$ cat src/rtl/spi_seq_loader_pkg.sv
// Shared state encoding and SPI core register map for spi_seq_loader.
package spi_seq_loader_pkg;

  typedef enum logic [3:0] {
    StIdle,
    StCfgLo,
    StCfgHi,
    StLoad,
    StStart,
    StGap,
    StPoll,
    StPollChk,
    StRd,
    StRdCap,
    StRdOut
  } state_e;

  localparam int unsigned REG_START    = 1;
  localparam int unsigned REG_BITS_LO  = 3;
  localparam int unsigned REG_BITS_HI  = 4;
  localparam int unsigned MEM_OUT_BASE = 16;

  // The core places its capture memory directly after its output memory.
  function automatic int unsigned in_mem_base(input int unsigned mem_bytes);
    return MEM_OUT_BASE + mem_bytes;
  endfunction

endpackage

$ cat src/rtl/spi_seq_loader_gap_timer.sv
// DONE-poll spacing countdown plus optional poll timeout (SPI_SEQ_LOADER_TIMEOUT_EN).
module spi_seq_loader_gap_timer #(
  parameter int unsigned POLL_GAP    = 8,
  parameter int unsigned TIMEOUT_CYC = 65535
) (
  input  logic BUS_CLK,
  input  logic BUS_RST_N,
  input  logic gap_load,
  input  logic gap_run,
  input  logic to_clear,
  input  logic to_run,
  output logic gap_expire,
  output logic to_expire
);

  logic [7:0] gap_cnt_q;

  always_ff @(posedge BUS_CLK or negedge BUS_RST_N) begin
    if (!BUS_RST_N) begin
      gap_cnt_q <= '0;
    end else if (gap_load) begin
      gap_cnt_q <= 8'(POLL_GAP);
    end else if (gap_run && (gap_cnt_q != 8'd0)) begin
      gap_cnt_q <= gap_cnt_q - 8'd1;
    end
  end

  // Fires on the cycle the count reaches zero, giving POLL_GAP idle cycles.
  assign gap_expire = gap_run && (gap_cnt_q <= 8'd1);

`ifdef SPI_SEQ_LOADER_TIMEOUT_EN
  logic [31:0] to_cnt_q;

  always_ff @(posedge BUS_CLK or negedge BUS_RST_N) begin
    if (!BUS_RST_N) begin
      to_cnt_q <= '0;
    end else if (to_clear) begin
      to_cnt_q <= '0;
    end else if (to_run) begin
      to_cnt_q <= to_cnt_q + 32'd1;
    end
  end

  assign to_expire = to_run && (to_cnt_q == (32'(TIMEOUT_CYC) - 32'd1));
`else
  logic unused_to;
  assign unused_to = to_clear ^ to_run;
  assign to_expire = 1'b0;
`endif

endmodule

$ cat src/rtl/spi_seq_loader.sv
// Bus master that loads, starts, polls and reads back the SPI core.
// Optional poll timeout enabled by defining SPI_SEQ_LOADER_TIMEOUT_EN.
module spi_seq_loader
  import spi_seq_loader_pkg::*;
#(
  parameter int unsigned ABUSWIDTH   = 16,
  parameter int unsigned MEM_BYTES   = 16,
  parameter int unsigned POLL_GAP    = 8,
  parameter int unsigned TIMEOUT_CYC = 65535
) (
  input  logic                 BUS_CLK,
  input  logic                 BUS_RST_N,
  input  logic                 CMD_VALID,
  output logic                 CMD_READY,
  input  logic [15:0]          CMD_NBITS,
  input  logic                 IN_VALID,
  output logic                 IN_READY,
  input  logic [7:0]           IN_DATA,
  output logic                 OUT_VALID,
  input  logic                 OUT_READY,
  output logic [7:0]           OUT_DATA,
  output logic [ABUSWIDTH-1:0] M_ADD,
  output logic [7:0]           M_DATA_OUT,
  input  logic [7:0]           M_DATA_IN,
  output logic                 M_RD,
  output logic                 M_WR,
  output logic                 BUSY,
  output logic                 ERR
);

  localparam int unsigned CW      = $clog2(MEM_BYTES) + 1;
  localparam int unsigned IN_BASE = in_mem_base(MEM_BYTES);

  state_e          state_q;
  logic [15:0]     nbits_q;
  logic [CW-1:0]   nbytes_q;
  logic [CW-1:0]   k_q;
  logic [7:0]      out_data_q;
  logic            err_q;

  logic [16:0]     nbytes_w;
  logic            cmd_bad;
  logic            last_byte;
  logic            gap_load, gap_run, to_clear, to_run;
  logic            gap_expire, to_expire;

  assign nbytes_w  = ({1'b0, CMD_NBITS} + 17'd7) >> 3;
  assign cmd_bad   = (CMD_NBITS == 16'd0) || (nbytes_w > 17'(MEM_BYTES));
  assign last_byte = (k_q == (nbytes_q - CW'(1)));

  assign gap_load = (state_q == StStart) || ((state_q == StPollChk) && !M_DATA_IN[0]);
  assign gap_run  = (state_q == StGap);
  assign to_clear = (state_q == StStart);
  assign to_run   = (state_q == StGap) || (state_q == StPoll) || (state_q == StPollChk);

  spi_seq_loader_gap_timer #(
    .POLL_GAP    (POLL_GAP),
    .TIMEOUT_CYC (TIMEOUT_CYC)
  ) u_gap_timer (
    .BUS_CLK    (BUS_CLK),
    .BUS_RST_N  (BUS_RST_N),
    .gap_load   (gap_load),
    .gap_run    (gap_run),
    .to_clear   (to_clear),
    .to_run     (to_run),
    .gap_expire (gap_expire),
    .to_expire  (to_expire)
  );

  always_ff @(posedge BUS_CLK or negedge BUS_RST_N) begin
    if (!BUS_RST_N) begin
      state_q    <= StIdle;
      nbits_q    <= '0;
      nbytes_q   <= '0;
      k_q        <= '0;
      out_data_q <= '0;
      err_q      <= 1'b0;
    end else begin
      err_q <= 1'b0;
      unique case (state_q)
        StIdle: begin
          if (CMD_VALID) begin
            if (cmd_bad) begin
              err_q <= 1'b1;
            end else begin
              nbits_q  <= CMD_NBITS;
              nbytes_q <= nbytes_w[CW-1:0];
              k_q      <= '0;
              state_q  <= StCfgLo;
            end
          end
        end
        StCfgLo: state_q <= StCfgHi;
        StCfgHi: state_q <= StLoad;
        StLoad: begin
          if (IN_VALID) begin
            if (last_byte) begin
              k_q     <= '0;
              state_q <= StStart;
            end else begin
              k_q <= k_q + CW'(1);
            end
          end
        end
        StStart: state_q <= StGap;
        StGap: begin
          if (to_expire) begin
            err_q   <= 1'b1;
            state_q <= StIdle;
          end else if (gap_expire) begin
            state_q <= StPoll;
          end
        end
        StPoll: begin
          if (to_expire) begin
            err_q   <= 1'b1;
            state_q <= StIdle;
          end else begin
            state_q <= StPollChk;
          end
        end
        StPollChk: begin
          if (to_expire) begin
            err_q   <= 1'b1;
            state_q <= StIdle;
          end else if (M_DATA_IN[0]) begin
            state_q <= StRd;
          end else begin
            state_q <= StGap;
          end
        end
        StRd: state_q <= StRdCap;
        StRdCap: begin
          out_data_q <= M_DATA_IN;
          state_q    <= StRdOut;
        end
        StRdOut: begin
          if (OUT_READY) begin
            if (last_byte) begin
              k_q     <= '0;
              state_q <= StIdle;
            end else begin
              k_q     <= k_q + CW'(1);
              state_q <= StRd;
            end
          end
        end
        default: state_q <= StIdle;
      endcase
    end
  end

  // Bus strobes decode from state; LOAD writes in the same cycle as the IN handshake.
  always_comb begin
    M_WR       = 1'b0;
    M_RD       = 1'b0;
    M_ADD      = '0;
    M_DATA_OUT = '0;
    unique case (state_q)
      StCfgLo: begin
        M_WR       = 1'b1;
        M_ADD      = ABUSWIDTH'(REG_BITS_LO);
        M_DATA_OUT = nbits_q[7:0];
      end
      StCfgHi: begin
        M_WR       = 1'b1;
        M_ADD      = ABUSWIDTH'(REG_BITS_HI);
        M_DATA_OUT = nbits_q[15:8];
      end
      StLoad: begin
        M_WR       = IN_VALID;
        M_ADD      = ABUSWIDTH'(MEM_OUT_BASE) + ABUSWIDTH'(k_q);
        M_DATA_OUT = IN_VALID ? IN_DATA : 8'd0;
      end
      StStart: begin
        M_WR  = 1'b1;
        M_ADD = ABUSWIDTH'(REG_START);
      end
      StPoll: begin
        M_RD  = 1'b1;
        M_ADD = ABUSWIDTH'(REG_START);
      end
      StRd: begin
        M_RD  = 1'b1;
        M_ADD = ABUSWIDTH'(IN_BASE) + ABUSWIDTH'(k_q);
      end
      default: ;
    endcase
  end

  assign CMD_READY = (state_q == StIdle);
  assign BUSY      = (state_q != StIdle);
  assign IN_READY  = (state_q == StLoad);
  assign OUT_VALID = (state_q == StRdOut);
  assign OUT_DATA  = out_data_q;
  assign ERR       = err_q;

endmodule

$ cat config.mk
export PLATFORM = sky130hd
export DESIGN_NAME = spi_seq_loader
export DESIGN_NICKNAME = d
export VERILOG_FILES = /design/src/rtl/spi_seq_loader_pkg.sv /design/src/rtl/spi_seq_loader_gap_timer.sv /design/src/rtl/spi_seq_loader.sv
export SDC_FILE = /design/constraint.sdc
export NUM_CORES = 1
export LEC_CHECK = 0
export ABC_AREA = 1
export CORE_ASPECT_RATIO = 1.1
export CORE_UTILIZATION = 50
export DETAILED_ROUTE_END_ITERATION = 10
export GPL_ROUTABILITY_DRIVEN = 0
export MAX_ROUTING_LAYER = met4
export PLACE_DENSITY = 0.86
export RECOVER_POWER = 100
export SETUP_SLACK_MARGIN = 0.4
export SKIP_LAST_GASP = 1
export SLEW_MARGIN = 25
export SYNTH_ARGS = -nofsm -noshare
export SYNTH_HDL_FRONTEND = slang
export SYNTH_HIERARCHICAL = 1
export SYNTH_SLANG_ARGS = --single-unit
export TNS_END_PERCENT = 20
$ cat constraint.sdc
create_clock -name BUS_CLK -period 2.1 [get_ports BUS_CLK]
set_clock_uncertainty 0.05 [all_clocks]
set_input_delay 0.63 -clock BUS_CLK [delete_from_list [all_inputs] [get_ports BUS_CLK]]
set_output_delay 0.63 -clock BUS_CLK [all_outputs]
set_load 0.02 [all_outputs]
== Word-level counts from Yosys, hierarchy flattened ==
Cells that the tools add are included.

* Bits of input ports: 37
* Bits in registers: 47
* Logic and storage cells: 76

* Bitwise logic cells: 1
* Reductions and logical operators: 18
* Equality and inequality tests: 17
* Magnitude comparators: 2
* Add/sub/neg operators: 6
* Multiplexer cells: 25

{| class="wikitable"
|+ Operators with widths
! kind !! count
|-
| $pmux W4 S11 || 1
|-
| $pmux W7 S5 || 1
|-
| $mux W4 || 8
|-
| $mux W5 || 5
|-
| $mux W8 || 3
|-
| $pmux W8 S3 || 1
|-
| $add A16 B3 Y17 const B || 1
|-
| $eq A4 B3 Y1 const B || 4
|-
| $logic_not A16 Y1 || 1
|-
| $pmux W5 S3 || 1
|-
| $gt A14 B5 Y1 const B || 1
|-
| $eq A4 B4 Y1 const B || 3
|-
| $eq A4 B2 Y1 const B || 2
|-
| $le A8 B1 Y1 const B || 1
|-
| $ne A2 B2 Y1 const B || 4
|-
| $reduce_bool A8 Y1 || 1
|-
| $sub A8 B1 Y8 const B || 1
|-
| $add A6 B5 Y7 const A || 1
|-
| $add A5 B5 Y6 const A || 1
|-
| $reduce_and A6 Y1 || 1
|-
| $add A5 B1 Y5 const B || 1
|-
| $eq A5 B5 Y1 || 1
|-
| $reduce_and A5 Y1 || 1
|-
| $sub A5 B1 Y5 const B || 1
|-
| 15 further kinds || 23
|}

== Longest topological paths before layout ==
* Word-level depth: 6
* Mapped depth: 16

== By module ==
The synthesis kept the hierarchy.

{| class="wikitable"
|+ By module, submodules not included
! module !! instances !! area an instance (um^2) !! cells an instance
|-
| spi_seq_loader || 1 || 2,646.3 || 396
|-
| spi_seq_loader_gap_timer || 1 || 546.8 || 75
|}

== Worst setup path after synthesis ==
OpenSTA, ideal clock, no wires.

* Path kind: register to output
* Start: reg state_q[3]
* End: out M_DATA_OUT[0]
* Data required time: 1.420 ns
* Path slack: -0.379 ns
* Arrival time: 1.799 ns
* Stages on the path, launching flop included: 8
* Cells stage by stage: dfrtp_1 > nor2_1 > inv_1 > nor2_1 > inv_1 > nor2_1 > nand2_1 > o211ai_1

* Longest elaborated chain between the ends: 2
* Elaborated cells between the ends (all ways): 4

{| class="wikitable"
|+ Ends and longest elaborated chain
! element !! RTL line !! RTL
|-
| start: declaration || spi_seq_loader.sv:34 || <nowiki>state_e state_q;</nowiki>
|-
| start signal: assignment || spi_seq_loader.sv:72 || <nowiki>state_q <= StIdle;</nowiki>
|-
| start signal: assignment || spi_seq_loader.sv:89 || <nowiki>state_q <= StCfgLo;</nowiki>
|-
| start signal: assignment || spi_seq_loader.sv:93 || <nowiki>StCfgLo: state_q <= StCfgHi;</nowiki>
|-
| $eq A4 B2 Y1 || - ||
|-
| named net IN_READY || spi_seq_loader.sv:17 || <nowiki>output logic IN_READY,</nowiki>
|-
| $pmux W8 S3 || spi_seq_loader.sv:159 || <nowiki>unique case (state_q)</nowiki>
|-
| end: declaration || spi_seq_loader.sv:23 || <nowiki>output logic [7:0] M_DATA_OUT,</nowiki>
|}

The timed path passes the listed nets, and every way through them passes these cells.

== Worst setup path in the final report ==
* Start: reg state_q[0]
* End: out M_DATA_OUT[0]

* Longest elaborated chain between the ends: 2
* Elaborated cells between the ends (all ways): 4

{| class="wikitable"
|+ Ends and longest elaborated chain
! element !! RTL line
|-
| $eq A4 B2 Y1 / $eq A4 B1 Y1 (equally long branches) || spi_seq_loader.sv:159
|-
| $pmux W8 S3 * || spi_seq_loader.sv:159
|}

Mark *: on every way between the ends. The rest lies on a longest branch, timed or not.

==> impl_metrics.py <==
metrics = {
    "outcome": {
        "status": "complete, but fails checks",
        "violations": "negative setup slack",
    },
    "final_layout": {
        "final_cell_mix": "nand2_1, buf_4, inv_1, dfrtp_1, nor2_1",
        "antenna_cells": 0,
        "area_growth_pct": 56.86,
        "drive_gt1_share_pct": 36.92,
        "fin_nets": 664,
        "final_common_cell": "nand2_1",
        "fin_cells": 703,
    },
    "sta": {
        "setup_viol": 55,
        "relSlewSlack_pct": 22.63,
        "tightest_slew_ns": 1.161,
        "max_freq_mhz": 411.9,
        "rsz0062_at_grt": "yes",
        "hold_slack_ns": 0.4351,
        "slew_violations": 0,
        "period_share_pct": 115.6,
        "fin_crit_ns": 2.428,
        "finalWorstSetupSlack_ns": -0.3278,
        "hold_violations": 0,
    },
    "global_route": {
        "grt_first_pass_wirelength_um": 16070,
        "antenna_found_initial": 0,
        "gr-total-overflow": 0,
        "grtUsageTotal_pct": 31.77,
        "grt_pass1_vias": 3642,
        "grt_max_degree": 48,
    },
    "critical_path": {
        "cp-end-kind": "primary output",
        "r2r_end": "state_q[0]",
        "crit_required_ns": 1.42,
        "crit_type": "flip-flop to primary output",
        "cp-start-kind": "flip-flop",
        "r2r-start": "state_q[3]",
        "path_max_fanout": 5,
        "cp.arrival_ns": 1.75,
        "reg2reg_setup_slack_ns": -0.25,
        "worstRegToRegCells": 14,
    },
    "routing": {
        "drt_iter0_markers": 485,
        "wl_um": 12070,
        "avgRoutedWirePerCell_um": 17.17,
        "dr.pass1.iters": 5,
        "drc": 0,
        "drtAntennaViolNets": 0,
        "num_vias": 3988,
        "viasPerCell": 5.673,
    },
    "clocking": {
        "ctsLongestPathBuffers": 2,
        "cts_sinks": 47,
        "cts.htree.levels": 2,
        "clkTransAtPathRegs_ns": 0.10,
        "cts_tree": "yes",
        "clkLatencyLatePin_ns": 0.33,
        "cts_root_buf": "clkbuf_8",
        "numCtsBuffers": 5,
    },
    "floorplan": {
        "dieArea_sq_um": 6710,
        "die_h_um": 85.82,
        "die_x_um": 78.20,
        "core_sq_um": 6156,
        "rows": 30,
        "io_pins": 76,
        "start_util_pct": 51.87,
    },
    "logic_synthesis": {
        "yosys_warnings": 6,
        "synth_top_cell_by_area": "dfrtp_1",
        "syn_area_per_cell_sq_um": 6.779,
        "yosysTopAreaCellShare_pct": 36.83,
        "syn_area_sq_um": 3193,
        "synth-seq-cells": 47,
        "synth_edf_count": 0,
        "synthTopCellsByArea": "dfrtp_1, nand2_1, nor2_1",
        "synth.distinct_cells": 33,
        "syn_inst": 471,
        "ys_async_sr_fraction_pct": 100.0,
        "ys_seq_area_share_pct": 36.83,
        "synth_ff_type": "dfrtp_1",
    },
    "worst_hold_path": {
        "holdPathEnd": "nbits_q[1]",
        "hold_start": "nbits_q[1]",
        "hold_class": "flip-flop to flip-flop",
        "holdPathStages": 2,
    },
    "place": {
        "hpwl_um": 6593,
        "io_buffers": 65,
        "dp.cells": 675,
        "pre_cts_ws_ns": -0.8012,
    },
    "pwr": {
        "power_density_nw_per_um2": 911.0,
        "vdd_drop_max_uv": 533.7,
        "leakagePower_nw": 2.575,
    },
    "run": {
        "cap_viol_max_count": 0,
    },
}
## registers in the layout (all words and copies together) (netlist names)
register and count:
nbytes_q 5, OUT_DATA 8, state_q 4, k_q 5, u_gap_timer/gap_cnt_q 8, nbits_q 16
ERR 1
## metrics by stage
step	instance area (sq um)	power (mW)	TNS, ns	utilization (%)
floorplan	3288	2.396	0	-
global placement	4410	3.447	-28.62	71.65
detailed placement	4410	3.516	-31.26	71.65
CTS	4690	4.315	-10.15	76.18
global route	5009	4.761	-14.28	81.36
finish	5009	4.563	-10.15	81.36
## worst max-delay path by stage
stage	slack (ns)	endpoint	depth (start not counted)	start
after floorplan	0.09	M_DATA_OUT[0]	7	state_q[3]
after global placement	-0.73	M_DATA_OUT[0]	6	IN_VALID
after detailed placement	-0.80	M_DATA_OUT[0]	6	IN_VALID
after CTS	-0.26	M_DATA_OUT[7]	9	state_q[2]
after global routing	-0.39	M_DATA_OUT[4]	9	state_q[2]
final	-0.33	M_DATA_OUT[0]	8	state_q[0]
## logic make-up (layout without fill, tap and decap cells)
| logic type | Yosys count | count (layout) | share of synthesized area [%] |
|---|---|---|---|
| AND/OR/NAND/NOR | 281 | 281 | 37.11 |
| buffers and inverters | 83 | 226 | 11.87 |
| flip-flops | 47 | 47 | 36.83 |
| AO/OA/AOI/OAI | 36 | 36 | 6.779 |
| XOR/XNOR | 10 | 10 | 2.743 |
| multiplexers | 7 | 7 | 2.469 |
| adder cells (fa/ha/maj) | 5 | 5 | 1.959 |
| other | 2 | 11 | 0.2352 |
## synthesized netlist by cell type (all sizes together) (2+ instances only)
cell	instances
mux2	7
nor3	3
xor2	6
nand4	12
nand3	29
a21oi	4
nand2	156
o21ai	18
ha	5
nor2	78
inv	66
conb	2
o211ai	9
buf	15
dfrtp	47
xnor2	4
## worst max-delay path, cell delays in order (launching register included)
cell and delay [ns]:
dfrtp_2 0.46, inv_2 0.07, nor2_4 0.14, inv_2 0.07, nor2_4 0.17, buf_6 0.14, nand2_1 0.08, o211ai_1 0.11
buf_4 0.18
## routing by layer
metal  global-route usage (%)  wire length (um)  vias to the layer above
li1                         -                 -                     1753
met5                        -                 0                        -
met3                    4.043               925                       95
met4                    19.36               794                        0
met1                    32.72              4175                     1844
met2                    57.34              6172                      296
## where the power goes
part	internal (mW)	total (mW)	switching [mW]
combinational	1.18	2.75	1.57
sequential	1.05	1.20	0.157
clock	0.247	0.605	0.358
total	2.48	4.56	2.09
## repair_timing
item	CTS	global route
pin swaps	14	27
resized for setup	140	124
hold endpoints to repair	0	0
endpoints found under the setup margin	75	76
cloned	2	0
hold buffers	0	0
buffers inserted	9	9
## layout make-up
type | count | area, sq um
clock buffers | 5 | 68.82
clock inverters | 3 | 27.53
fillers | 363 | 1147
inverters | 67 | 266.5
multi-input cells | 350 | 2067
flip-flops and latches | 47 | 1179
well taps | 80 | 100.1
repair buffers | 151 | 1300
Power figures use the tool's default switching activity.
